File: src/rtl/pattern_tx_pkg.sv
// rtl/pattern_tx_pkg.sv - shared state encoding and default sizes for pattern_tx
package pattern_tx_pkg;

    localparam int DEF_MAX_LEN = 16;
    localparam int DEF_REP_W   = 4;
    localparam int DEF_GAP_W   = 4;

    typedef enum logic [3:0] {
        ST_IDLE  = 4'b0001,
        ST_SHIFT = 4'b0010,
        ST_GAP   = 4'b0100,
        ST_DONE  = 4'b1000
    } state_t;

endpackage

File: src/rtl/pattern_shreg.sv
// rtl/pattern_shreg.sv - loadable MSB-first shift register with bit index
module pattern_shreg #(
    parameter int MAX_LEN = 16,
    parameter int LEN_W   = $clog2(MAX_LEN) + 1
) (
    input  logic               clk,
    input  logic               rst,
    input  logic               load,
    input  logic               shift,
    input  logic [MAX_LEN-1:0] data,
    input  logic [LEN_W-1:0]   len,
    output logic               nxt_bit,
    output logic               last
);

    logic [MAX_LEN-1:0] sreg;
    logic [MAX_LEN-1:0] aligned;
    logic [LEN_W-1:0]   idx;

    // Bit len-1 is moved to the top so every bit leaves from the same position.
    // The register keeps only the bits still to come after the one being emitted.
    assign aligned = data << (LEN_W'(MAX_LEN) - len);
    assign nxt_bit = load ? aligned[MAX_LEN-1] : sreg[MAX_LEN-1];
    assign last    = (idx == '0);

    always_ff @(posedge clk or posedge rst) begin
        if (rst) begin
            sreg <= '0;
            idx  <= '0;
        end else if (load) begin
            sreg <= aligned << 1;
            idx  <= len - 1'b1;
        end else if (shift) begin
            sreg <= sreg << 1;
            idx  <= idx - 1'b1;
        end
    end

endmodule

File: src/rtl/pattern_tx.sv
// rtl/pattern_tx.sv - repeating serial pattern transmitter with inter-repeat gaps
module pattern_tx
    import pattern_tx_pkg::*;
#(
    parameter int MAX_LEN = DEF_MAX_LEN,
    parameter int REP_W   = DEF_REP_W,
    parameter int GAP_W   = DEF_GAP_W
) (
    input  logic                       clk,
    input  logic                       rst,
    input  logic                       start,
    input  logic [MAX_LEN-1:0]         pattern,
    input  logic [$clog2(MAX_LEN):0]   len,
    input  logic [REP_W-1:0]           rep,
    input  logic [GAP_W-1:0]           gap,
    output logic                       sout,
    output logic                       sout_vld,
    output logic                       busy,
    output logic                       done,
    output logic                       err
);

    localparam int LEN_W = $clog2(MAX_LEN) + 1;

    state_t             state, state_n;
    logic [MAX_LEN-1:0] pat_c;
    logic [LEN_W-1:0]   len_c;
    logic [REP_W-1:0]   rep_cnt;
    logic [GAP_W-1:0]   gap_c;
    logic [GAP_W-1:0]   gap_cnt;
    logic [LEN_W-1:0]   len_clamp;
    logic [MAX_LEN-1:0] ld_data;
    logic [LEN_W-1:0]   ld_len;
    logic               ld, sh, capture, rep_dec, gap_load, err_n;
    logic               nxt_bit, last;

    assign len_clamp = (len > LEN_W'(MAX_LEN)) ? LEN_W'(MAX_LEN) : len;
    // The first load happens in the same edge as capture, so it bypasses the copies.
    assign ld_data   = (state == ST_IDLE) ? pattern   : pat_c;
    assign ld_len    = (state == ST_IDLE) ? len_clamp : len_c;

    pattern_shreg #(
        .MAX_LEN (MAX_LEN),
        .LEN_W   (LEN_W)
    ) u_shreg (
        .clk     (clk),
        .rst     (rst),
        .load    (ld),
        .shift   (sh),
        .data    (ld_data),
        .len     (ld_len),
        .nxt_bit (nxt_bit),
        .last    (last)
    );

    always_ff @(posedge clk or posedge rst) begin
        if (rst) begin
            state <= ST_IDLE;
        end else begin
            state <= state_n;
        end
    end

    always_comb begin
        state_n  = state;
        ld       = 1'b0;
        sh       = 1'b0;
        capture  = 1'b0;
        rep_dec  = 1'b0;
        gap_load = 1'b0;
        err_n    = 1'b0;
        unique case (state)
            ST_IDLE: begin
                if (start) begin
                    capture = 1'b1;
                    if (len == '0) begin
                        state_n = ST_DONE;
                        err_n   = 1'b1;
                    end else begin
                        state_n = ST_SHIFT;
                        ld      = 1'b1;
                    end
                end
            end
            ST_SHIFT: begin
                if (!last) begin
                    sh = 1'b1;
                end else if (rep_cnt != '0) begin
                    rep_dec = 1'b1;
                    if (gap_c != '0) begin
                        state_n  = ST_GAP;
                        gap_load = 1'b1;
                    end else begin
                        ld = 1'b1;
                    end
                end else begin
                    state_n = ST_DONE;
                end
            end
            ST_GAP: begin
                if (gap_cnt == GAP_W'(1)) begin
                    state_n = ST_SHIFT;
                    ld      = 1'b1;
                end
            end
            ST_DONE: state_n = ST_IDLE;
            default: state_n = ST_IDLE;
        endcase
    end

    always_ff @(posedge clk or posedge rst) begin
        if (rst) begin
            pat_c   <= '0;
            len_c   <= '0;
            rep_cnt <= '0;
            gap_c   <= '0;
            gap_cnt <= '0;
        end else begin
            if (capture) begin
                pat_c   <= pattern;
                len_c   <= len_clamp;
                rep_cnt <= rep;
                gap_c   <= gap;
            end else if (rep_dec) begin
                rep_cnt <= rep_cnt - 1'b1;
            end
            if (gap_load) begin
                gap_cnt <= gap_c;
            end else if (state == ST_GAP) begin
                gap_cnt <= gap_cnt - 1'b1;
            end
        end
    end

    // Outputs are registered from the next state so they line up with it.
    always_ff @(posedge clk or posedge rst) begin
        if (rst) begin
            sout     <= 1'b0;
            sout_vld <= 1'b0;
            busy     <= 1'b0;
            done     <= 1'b0;
            err      <= 1'b0;
        end else begin
            sout     <= (state_n == ST_SHIFT) && nxt_bit;
            sout_vld <= (state_n == ST_SHIFT);
            busy     <= (state_n == ST_SHIFT) || (state_n == ST_GAP);
            done     <= (state_n == ST_DONE);
            err      <= err_n;
        end
    end

endmodule

File: config.mk
export PLATFORM = sky130hd
export DESIGN_NAME = pattern_tx
export DESIGN_NICKNAME = d
export VERILOG_FILES = /design/src/rtl/pattern_tx_pkg.sv /design/src/rtl/pattern_shreg.sv /design/src/rtl/pattern_tx.sv
export SDC_FILE = /design/constraint.sdc
export NUM_CORES = 1
export LEC_CHECK = 0
export BUFFER_PORTS_ARGS = -buffer_cell sky130_fd_sc_hd__buf_2
export CAP_MARGIN = 10
export CORE_ASPECT_RATIO = 0.7
export CORE_MARGIN = 2
export CORE_UTILIZATION = 60
export DETAILED_ROUTE_END_ITERATION = 10
export GPL_TIMING_DRIVEN = 0
export PLACE_DENSITY = 0.8
export SYNTH_ARGS = -nofsm -noshare
export SYNTH_HDL_FRONTEND = slang
export SYNTH_SLANG_ARGS = --single-unit
File: constraint.sdc
create_clock -name clk -period 3.95 [get_ports clk]
set_input_delay 1.185 -clock clk [delete_from_list [all_inputs] [get_ports clk]]
set_output_delay 1.185 -clock clk [all_outputs]
set_load 0.02 [all_outputs]
; ---- Yosys cells after proc, flatten, opt, wreduce, memory -nomap -nowiden
; Cells that the tools add are included.
[op_classes]
n_shift = 1
reduce_logical = 9
n_mux = 40
eq_ne = 7
n_addsub = 5
magnitude_cmp = 1
[ops]
columns = cell, n
row1 = $mux W16, 3
row2 = $mux W4, 10
row3 = $mux W1, 21
row4 = $mux W5, 4
row5 = $shl A16 B5 Y16, 1
row6 = $pmux W4 S3, 1
row7 = $logic_not A5 Y1, 2
row8 = $sub A5 B1 Y5 const B, 2
row9 = $eq A4 B1 Y1 const B, 2
row10 = $eq A4 B2 Y1 const B, 2
row11 = $eq A4 B3 Y1 const B, 2
row12 = $reduce_bool A4 Y1, 2
row13 = $sub A4 B1 Y4 const B, 2
row14 = $reduce_bool A2 Y1, 3
row15 = $gt A5 B5 Y1 const B, 1
row16 = $sub A5 B5 Y5 const A, 1
row17 = $eq A4 B4 Y1 const B, 1
row18 = $pmux W1 S3, 1
row19 = $logic_and A1 B1 Y1, 1
row20 = $logic_or A1 B1 Y1, 1
[word_totals]
output_inout_bits = 5
input_bits = 32
register_bits = 63
wordCells = 76

; ---- Depth between registers and ports, before layout
; Gate-level depths: netlist of run 1.
[depth]
depth_word = 7
depth_mapped = 13
depth_no_buf = 12

; ---- Hierarchy
; Synthesis of run 1 repeated with hierarchy kept, for this count alone.
[unflattened]
cells_unflattened = 454
area_unflattened_um2 = 3882.5
[by_module_without_submodules]
columns = mod, instances, area_each_um2, seq_area_each_um2, cells_per_inst
row1 = pattern_tx, 1, 2102.0, 1052.3, 257
row2 = pattern_shreg, 1, 1780.5, 500.5, 197

; ---- Worst setup path after synthesis of run 1
; No wires, ideal clock.
[synth_timing]
path_type = input to register
startpoint = in len[0]
endpoint = reg u_shreg.sreg[13]
setup_time_ps = 126
required_time_ps = 3824
n_path_buf = 3
slack_ps = 66
path_stages = 11
arrival_ps = 3758
cell_sequence = clkbuf_1 nor2b_1 buf_1 a21boi_0 ha_1 and3_1 or3_1 buf_2 a31oi_2 a21oi_1 a221o_1
[synth_between]
elab_chain_len = 6
elab_cells_between_ends = 11
classes_between = 1 x add/sub / 1 x order compare / 1 x shift / 6 x mux / 2 x reduce/logical
[synth_rtl]
columns = element, line
row1 = from (decl), pattern_tx.sv:13  ; input logic [$clog2(MAX_LEN):0] len,
row2 = $gt A5 B5 Y1, pattern_tx.sv:37  ; assign len_clamp = (len > LEN_W'(MAX_LEN)) ? LEN_W'(MAX_LEN) : len;
row3 = $mux W5, pattern_tx.sv:37
row4 = $mux W5, pattern_tx.sv:40  ; assign ld_len = (state == ST_IDLE) ? len_clamp : len_c;
row5 = $sub A5 B5 Y5, pattern_shreg.sv:22  ; assign aligned = data << (LEN_W'(MAX_LEN) - len);
row6 = $shl A16 B5 Y16, pattern_shreg.sv:22
row7 = $mux W16, pattern_shreg.sv:30  ; end else if (load) begin
row8 = to (signal assigned), pattern_shreg.sv:31  ; sreg <= aligned << 1;
row9 = to (signal assigned), pattern_shreg.sv:34  ; sreg <= sreg << 1;
row10 = to (decl), pattern_shreg.sv:16  ; logic [MAX_LEN-1:0] sreg;
; Parallel ways exist; a longest one is shown, timed or not.
; A chain may end at the register's enable or synchronous reset.

; ---- Worst setup path after layout of run 1
[layout_timing]
startpoint = reg state[0]
endpoint = reg u_shreg.sreg[13]
[layout_between]
elab_chain_len = 5
elab_cells_between_ends = 11
classes_between = 1 x add/sub / 3 x eq/ne / 1 x shift / 5 x mux / 1 x reduce/logical
[layout_rtl]
columns = element, line
row1 = from (decl), pattern_tx.sv:25  ; state_t state, state_n;
row2 = from (signal assigned), pattern_tx.sv:60  ; state <= state_n;
row3 = $eq A4 B1 Y1, "pattern_tx.sv:39, pattern_tx.sv:40, pattern_tx.sv:72"
row4 = $mux W5, pattern_tx.sv:40
row5 = $sub A5 B5 Y5, pattern_shreg.sv:22
row6 = $shl A16 B5 Y16, pattern_shreg.sv:22
row7 = $mux W16, pattern_shreg.sv:30
; Parallel ways exist; a longest one is shown, timed or not.

==> results of run 1 <==
sequential cells by signal, indices dropped and copies added (netlist names):
| register | flops |
|---|---|
| busy | 1 |
| done | 1 |
| state | 4 |
| gap_cnt | 4 |
| u_shreg.sreg | 15 |
| sout_vld | 1 |
| pat_c | 16 |
| err | 1 |
| gap_c | 4 |
| rep_cnt | 4 |
| u_shreg.idx | 5 |
| sout | 1 |
| len_c | 5 |
cell type report:
| cell class | count | area share, % |
|---|---|---|
| Tap cell | 91 | 2.46 |
| Sequential cell | 62 | 33.5 |
| Inverter | 10 | 0.836 |
| Clock buffer | 11 | 3.05 |
| Timing Repair Buffer | 42 | 5.13 |
| Clock inverter | 5 | 1.78 |
| Multi-Input combinational cell | 336 | 50.7 |
| Buffer | 25 | 2.56 |
final timing paths:
| path | from | end | slack, ps |
|---|---|---|---|
| worst max-delay path | state[0]$_DFF_PP1_ | u_shreg.sreg[13]$_DFFE_PP0P_ | 120 |
| worst min-delay path | u_shreg.sreg[6]$_DFFE_PP0P_ | u_shreg.sreg[6]$_DFFE_PP0P_ | 490 |
| worst max register to register | state[0]$_DFF_PP1_ | u_shreg.sreg[13]$_DFFE_PP0P_ | 120 |
| worst min register to register | u_shreg.sreg[6]$_DFFE_PP0P_ | u_shreg.sreg[6]$_DFFE_PP0P_ | 490 |
| max in group asynchronous | rst | state[0]$_DFF_PP1_ | 2470 |
| min in group asynchronous | rst | u_shreg.sreg[7]$_DFFE_PP0P_ | 840 |
cells in the mapped netlist, types with 7 or more instances:
library cell | instances | share of area [%]
sky130_fd_sc_hd__a21oi_1 | 31 | 3.9
sky130_fd_sc_hd__nor3_1 | 10 | 1.2
sky130_fd_sc_hd__a211o_1 | 8 | 1.7
sky130_fd_sc_hd__mux2_2 | 24 | 6.7
sky130_fd_sc_hd__nand3_1 | 10 | 1.2
sky130_fd_sc_hd__nand2_1 | 54 | 5.0
sky130_fd_sc_hd__dfrtp_1 | 61 | 38
sky130_fd_sc_hd__mux2i_1 | 15 | 3.7
sky130_fd_sc_hd__nand2b_1 | 7 | 1.1
sky130_fd_sc_hd__inv_1 | 9 | 0.84
sky130_fd_sc_hd__a211oi_1 | 7 | 1.3
sky130_fd_sc_hd__a31oi_1 | 10 | 1.6
sky130_fd_sc_hd__clkbuf_1 | 17 | 1.6
sky130_fd_sc_hd__nor2_1 | 30 | 2.8
sky130_fd_sc_hd__o21ai_0 | 23 | 2.9
cell families after synthesis:
family | Yosys count
adders and majority gates | 5
and+or+nand+nor | 155
xor gates and xnor gates | 12
DFF | 62
AOI/OAI and AO/OA | 123
muxes | 41
buffers and inverters | 37
critical path, delay by kind of cell, from the launching register on:
kind	cells	cell delay (ps)
simple gates	4	1400
compound gates	4	780
buf+inv	3	620
flops	1	580
fa+ha+maj	1	310
power groups by stage:
stage	registers, uW	clock network (uW)	logic (uW)
2_1_floorplan	1110	0	1890
3_3_place_gp	1150	0	2400
3_5_place_dp	1160	0	2470
4_1_cts	1160	649	2550
5_1_grt	1200	679	2930
6_report	1170	645	2700
layer usage:
layer	GRT usage [%]	up-vias	part of all wire, %
met4	7.11	0	1.1
met5	0	-	0
li1	-	1709	-
met2	42.4	215	41
met1	48.2	1755	45
met3	13.6	19	12
stage by stage:
stage / cells / utilization (%) / cell area (um^2) / power, uW / TNS, ps
CTS: 579 / 72.2 / 4600 / 4360 / -47.8
global route: 582 / 72.8 / 4640 / 4810 / -40.8
floorplan: 435 / - / 4020 / 3000 / 0
detailed placement: 563 / 68.1 / 4330 / 3630 / -9110
global placement: 562 / 67.7 / 4310 / 3540 / -8290
finish: 582 / 72.8 / 4640 / 4510 / 0
repair_timing:
action	CTS	global route
endpoints found under the setup margin	15	15
gates resized for setup	8	4
setup buffers	0	5
placed cells by master, fill, tap and decap left out, drive strengths merged, types with 3 or more instances in the layout:
| cell | instances |
|---|---|
| or2 | 3 |
| inv | 9 |
| xor2 | 6 |
| or4b | 3 |
| nand2 | 54 |
| a211oi | 7 |
| clkinv | 4 |
| a21oi | 31 |
| nand3 | 10 |
| o21bai | 3 |
| a32oi | 5 |
| a221oi | 4 |
| o21ai | 24 |
| dfrtp | 61 |
| clkbuf | 26 |
| a211o | 8 |
| ha | 5 |
| buf | 52 |
| o22ai | 3 |
| nor3 | 15 |
| nand2b | 7 |
| o21a | 3 |
| mux2 | 25 |
| nor2b | 6 |
| a31oi | 11 |
| xnor2 | 6 |
| mux2i | 15 |
| or3 | 5 |
| a2bb2oi | 3 |
| nor4b | 3 |
| nor2 | 30 |
| a221o | 3 |
| and3b | 6 |
==> results.yml, run 1 <==
power_and_ir_drop:
  switching_power_uw: 2120
  vdd.ir_drop.worst_v: 0.000447
  power_frac_seq_pct: 25.9
  share_comb_of_total_power_pct: 59.8
  powerDensity_nw_per_um2: 972
  power.share.switching_pct: 47.1
  power_leakage_uw: 0.00201
  internal_power_uw: 2380
  power.share.clock_pct: 14.3
sta:
  setup-violations-final: 0
  post_route_hold_slack_ps: 495
  finalCriticalPeriod_ps: 3830
  max_freq_mhz: 261
  hold_violations: 0
  worstMarginPinSlew_ps: 678
  maxSlewViolCount: 0
  final_critical_path_setup_slack_ps: 123
  final.period_utilization_pct: 96.9
  slew_headroom_pct: 54.8
  clock-skew-final_ps: 12.1
finish:
  antenna-diode-count: 0
  fill_cells: 502
  ff_latch_area_um2: 1550
  final_layout_net_count: 523
  area.growth.synth_to_final_pct: 15.4
  multi_input_gate_area_um2: 2350
  fraction_of_layout_cells_with_a_size_suffix_above_1_pct: 24.6
cts:
  cts_root_buf: "sky130_fd_sc_hd__clkbuf_8"
  cts_tree: "yes"
  clkSinkCount: 62
  cts_made_buffers: 9
  clock_tree.htree_level_count: 3
  clkTransAtPathRegs_ps: 70
  post_cts_hold_buffer_count: 0
  clk-insertion-delay-late_ps: 370
  cts_buffer_depth: 2
global_routing:
  initial_antenna_violation_count: 0
  globalRouteOverflowTotal: 0
  grtUsageTotal_pct: 32.0
  pin_count_of_the_biggest_net_entering_global_routing: 42
  first_global_vias: 3478
  grt_first_pass_wirelength_mm: 17.8
run:
  cap_violations: 0
die:
  die_area_um2: 7380
  core_area_um2: 6370
  die-height_um: 72.5
  start_util_pct: 63.1
  row_count: 24
  ioPinCount: 37
  dieWidth_um: 102
worst_setup_path:
  critical_path_required_ps: 4190
  critPathMaxStageDelay_ps: 580
  path_max_fanout: 10
  crit_slowest_cell: "sky130_fd_sc_hd__dfstp_2"
  worstPathCellList: "or4b_4 -> buf_6 -> clkbuf_1 -> nor2_1 -> a21oi_2 -> ha_1 -> and3_1 -> or3_1 -> buf_2 -> a31oi_2 -> a21oi_1 -> a221o_1"
  start_kind: "register"
  r2r_cells: 12
  worstSetupEndpointType: "register"
  arrival_ps: 4070
  crit_type: "register to register"
routing:
  route.detailed.wl_per_inst_um: 18.8
  drcViolationCount: 0
  vias_per_cell: 6.35
  drt_first_iter_violations: 437
  drt-total-wl_mm: 10.9
  detailedRoute.firstPassIterationCount: 5
  num_vias: 3698
  postRouteAntennaNets: 0
placement:
  routabilityCongestion: 0.991
  port_buffers: 36
  place_ws_ps: -717
  sum_of_net_half_perimeters_after_detailed_placement_mm: 7.91
yosys:
  yosysWarningCount: 0
  synth-adder-area-share_pct: 1.56
  post_synth_xor_area_fraction_pct: 2.62
  post_synth_mux_area_share_pct: 11.3
  ys_async_sr_fraction_pct: 100
  synthesis.nets: 472
  post_synth.cell_area_avg_um2: 9.24
  ys_dominant_reg_cell: "sky130_fd_sc_hd__dfrtp_1"
  synth_compound_gate_area_share_pct: 21.2
  synth_cell_types: 69
  synth-edff-count: 0
  ys_seq_elements: 62
  syn_inst: 435
  synth.cell_area_um2: 4020
  synth_simple_gate_area_share_pct: 20.7
  synth_top_family_by_area: "compound AO/OA/AOI/OAI gates"
  seq_area_frac_synth_pct: 38.6
status:
  status: "finished, final reports clean"
worst_hold_path:
  min_path_cells: 1
  worst_hold_path_type: "register to register"
(Power assumes the default switching activity.)
==> run 2, diff against run 1 <==
--- a/config.mk
+++ b/config.mk
@@ -7,12 +7,15 @@
 export LEC_CHECK = 0
 export BUFFER_PORTS_ARGS = -buffer_cell sky130_fd_sc_hd__buf_2
 export CAP_MARGIN = 10
+export CELL_PAD_IN_SITES_DETAIL_PLACEMENT = 1
+export CELL_PAD_IN_SITES_GLOBAL_PLACEMENT = 2
 export CORE_ASPECT_RATIO = 0.7
 export CORE_MARGIN = 2
-export CORE_UTILIZATION = 60
+export CORE_UTILIZATION = 38
 export DETAILED_ROUTE_END_ITERATION = 10
 export GPL_TIMING_DRIVEN = 0
-export PLACE_DENSITY = 0.8
+export MAX_ROUTING_LAYER = met4
+export PLACE_DENSITY_LB_ADDON = 0.1
 export SYNTH_ARGS = -nofsm -noshare
 export SYNTH_HDL_FRONTEND = slang
 export SYNTH_SLANG_ARGS = --single-unit
==> run 2 against run 1 <==
Against the previous run:
- sequential share of layout area decreased by 0.61 points
- flip-flop and latch count stayed put
- clock skew shrank 3.3 ps
- sequential power is essentially flat
- first-iteration DRC count decreased by 60%
- clock power grew 24%
- power increased by 3.0%
- critical path type is now input pin to register
- critical endpoint is now u_shreg.idx[4]$_DFFE_PP0P_
- largest power group unchanged
==> results.yml, run 2 (same netlist as run 1, synthesis figures left out) <==
status:
  status: "finished, final reports clean"
finish:
  area.growth.synth_to_final_pct: 17.5
  regMostFlops: "pat_c"
  finish.instance_area_um2: 4720
  final_common_cell: "sky130_fd_sc_hd__dfrtp_1"
  layout.cells.most_common_list: "sky130_fd_sc_hd__dfrtp_1, sky130_fd_sc_hd__nand2_1, sky130_fd_sc_hd__buf_2, sky130_fd_sc_hd__nor2_1, sky130_fd_sc_hd__a21oi_1"
  largest_reg_flops: 16
  fraction_of_layout_cells_with_a_size_suffix_above_1_pct: 23.9
  antenna-diode-count: 0
  registers_with_the_highest_flip_flop_counts: "pat_c (16), u_shreg.sreg (15)"
  fill_cells: 1243
  fin_cells: 618
  final_layout_net_count: 519
global_routing:
  globalRouteOverflowTotal: 0
  grt_first_pass_wirelength_mm: 20.8
  initial_antenna_violation_count: 0
  grtUsageTotal_pct: 24.1
  pin_count_of_the_biggest_net_entering_global_routing: 41
  first_global_vias: 3758
worst_setup_path:
  worstPathCellList: "buf_2 -> or3_1 -> o311ai_2 -> o211ai_2 -> clkbuf_1 -> o21ai_0 -> ha_1 -> nand2_1 -> nor3_1 -> xnor2_1 -> o21ai_1"
  cp_num_buf_inv: 2
  r2r_cells: 11
  crit_slowest_cell: "sky130_fd_sc_hd__or3_1"
  path_max_fanout: 10
  critPathMaxStageDelay_ps: 440
  critical_path.top_delay_family: "compound AO/OA/AOI/OAI gates"
  start_kind: "input pin"
  critical_path_required_ps: 4150
  worst-path-stages: 11
  crit_type: "input pin to register"
  arrival_ps: 3910
  worstSetupEndpointType: "register"
sta:
  clock-skew-final_ps: 8.83
  finalCriticalPeriod_ps: 3700
  maxSlewViolCount: 0
  max_freq_mhz: 270
  hold_violations: 0
  setup-violations-final: 0
  slew_headroom_pct: 53.4
  rsz0062_at_grt: "no"
  worstMarginPinSlew_ps: 699
  final.period_utilization_pct: 93.8
cts:
  clkSinkCount: 62
  clkTransAtPathRegs_ps: 60
  clock_tree.htree_level_count: 3
  cts_root_buf: "sky130_fd_sc_hd__clkbuf_16"
  clk-insertion-delay-late_ps: 340
  cts_made_buffers: 9
  cts_buffer_depth: 2
  cts_tree: "yes"
power_and_ir_drop:
  power_leakage_uw: 0.00202
  powerDensity_nw_per_um2: 982
  vdd.ir_drop.worst_v: 0.000394
routing:
  num_vias: 3625
  route.detailed.wl_per_inst_um: 20.5
  detailedRoute.firstPassIterationCount: 4
  postRouteAntennaNets: 0
  vias_per_cell: 5.87
  drt_first_iter_violations: 174
  drcViolationCount: 0
  drt-total-wl_mm: 12.7
placement:
  dpl.cell_count: 604
  sum_of_net_half_perimeters_after_detailed_placement_mm: 9.54
  port_buffers: 36
  placedInstanceArea_um2: 4380
  routabilityCongestion: 0.840
worst_hold_path:
  min_path_cells: 1
  worst_hold_path_type: "register to register"
die:
  start_util_pct: 39.0
  dieWidth_um: 127
  die_area_um2: 11400
  die-height_um: 90.0
  row_count: 31
  core_area_um2: 10300
  ioPinCount: 37
run:
  cap_violations: 0
## run 2: cell types whose count changed in the layout (fill, tap and decap cells not counted), moves of 2 or more
cell                        previous run  this run
sky130_fd_sc_hd__buf_4                 5         2
sky130_fd_sc_hd__a221oi_1              1         3
sky130_fd_sc_hd__clkbuf_16             0         9
sky130_fd_sc_hd__a221oi_2              3         1
sky130_fd_sc_hd__clkbuf_8             10         1
sky130_fd_sc_hd__clkinv_4              2         0
## run 2: final cells by class
class                           instances  area, um^2  area share, %
Buffer                                 24         118           2.49
Clock buffer                           11         243           5.14
Clock inverter                          4        47.5           1.01
Inverter                               10        38.8          0.821
Multi-Input combinational cell        336        2340           49.6
Sequential cell                        62        1550           32.9
Tap cell                              132         165           3.50
Timing Repair Buffer                   39         215           4.56
## run 2: path summary, 6_finish.rpt
check                                             from                            to  slack, ps
max reg2reg                         state[0]$_DFF_PP1_  u_shreg.sreg[13]$_DFFE_PP0P_        370
max in group asynchronous                          rst            state[0]$_DFF_PP1_       2410
min in group asynchronous                          rst          len_c[0]$_DFFE_PP0P_        880
min reg2reg                u_shreg.sreg[8]$_DFFE_PP0P_   u_shreg.sreg[8]$_DFFE_PP0P_        490
max                                             len[3]    u_shreg.idx[4]$_DFFE_PP0P_        250
min                        u_shreg.sreg[8]$_DFFE_PP0P_   u_shreg.sreg[8]$_DFFE_PP0P_        490
## run 2: metrics by stage
stage	setup TNS [ps]	total power [uW]	util [%]	hold WS [ps]	worst slack [ps]
2_1_floorplan	0	3000	-	458	66.0
3_3_place_gp	-10850	3680	42.3	476	-843
3_5_place_dp	-11190	3730	42.5	479	-835
4_1_cts	0	4630	45.7	494	5.96
5_1_grt	0	5010	45.8	514	57.7
6_report	0	4640	45.8	490	245
## run 2: what timing repair did
item | in CTS | in global routing
setup endpoints to repair | 17 | 13
pin swaps | 0 | 0
hold buffers | 0 | 0
gates resized for setup | 7 | 5
buffers inserted | 1 | 1
## run 2: report_power, final
part	internal (uW)	switching, uW
Sequential	929	249
Clock	500	301
Combinational	1060	1600
Total	2490	2150
## run 2: metal layers
layer	wire length, um	global-route usage [%]
met1	6730	36.3
met4	123	5.77
met2	5310	33.2
met3	509	4.52
met5	0	-
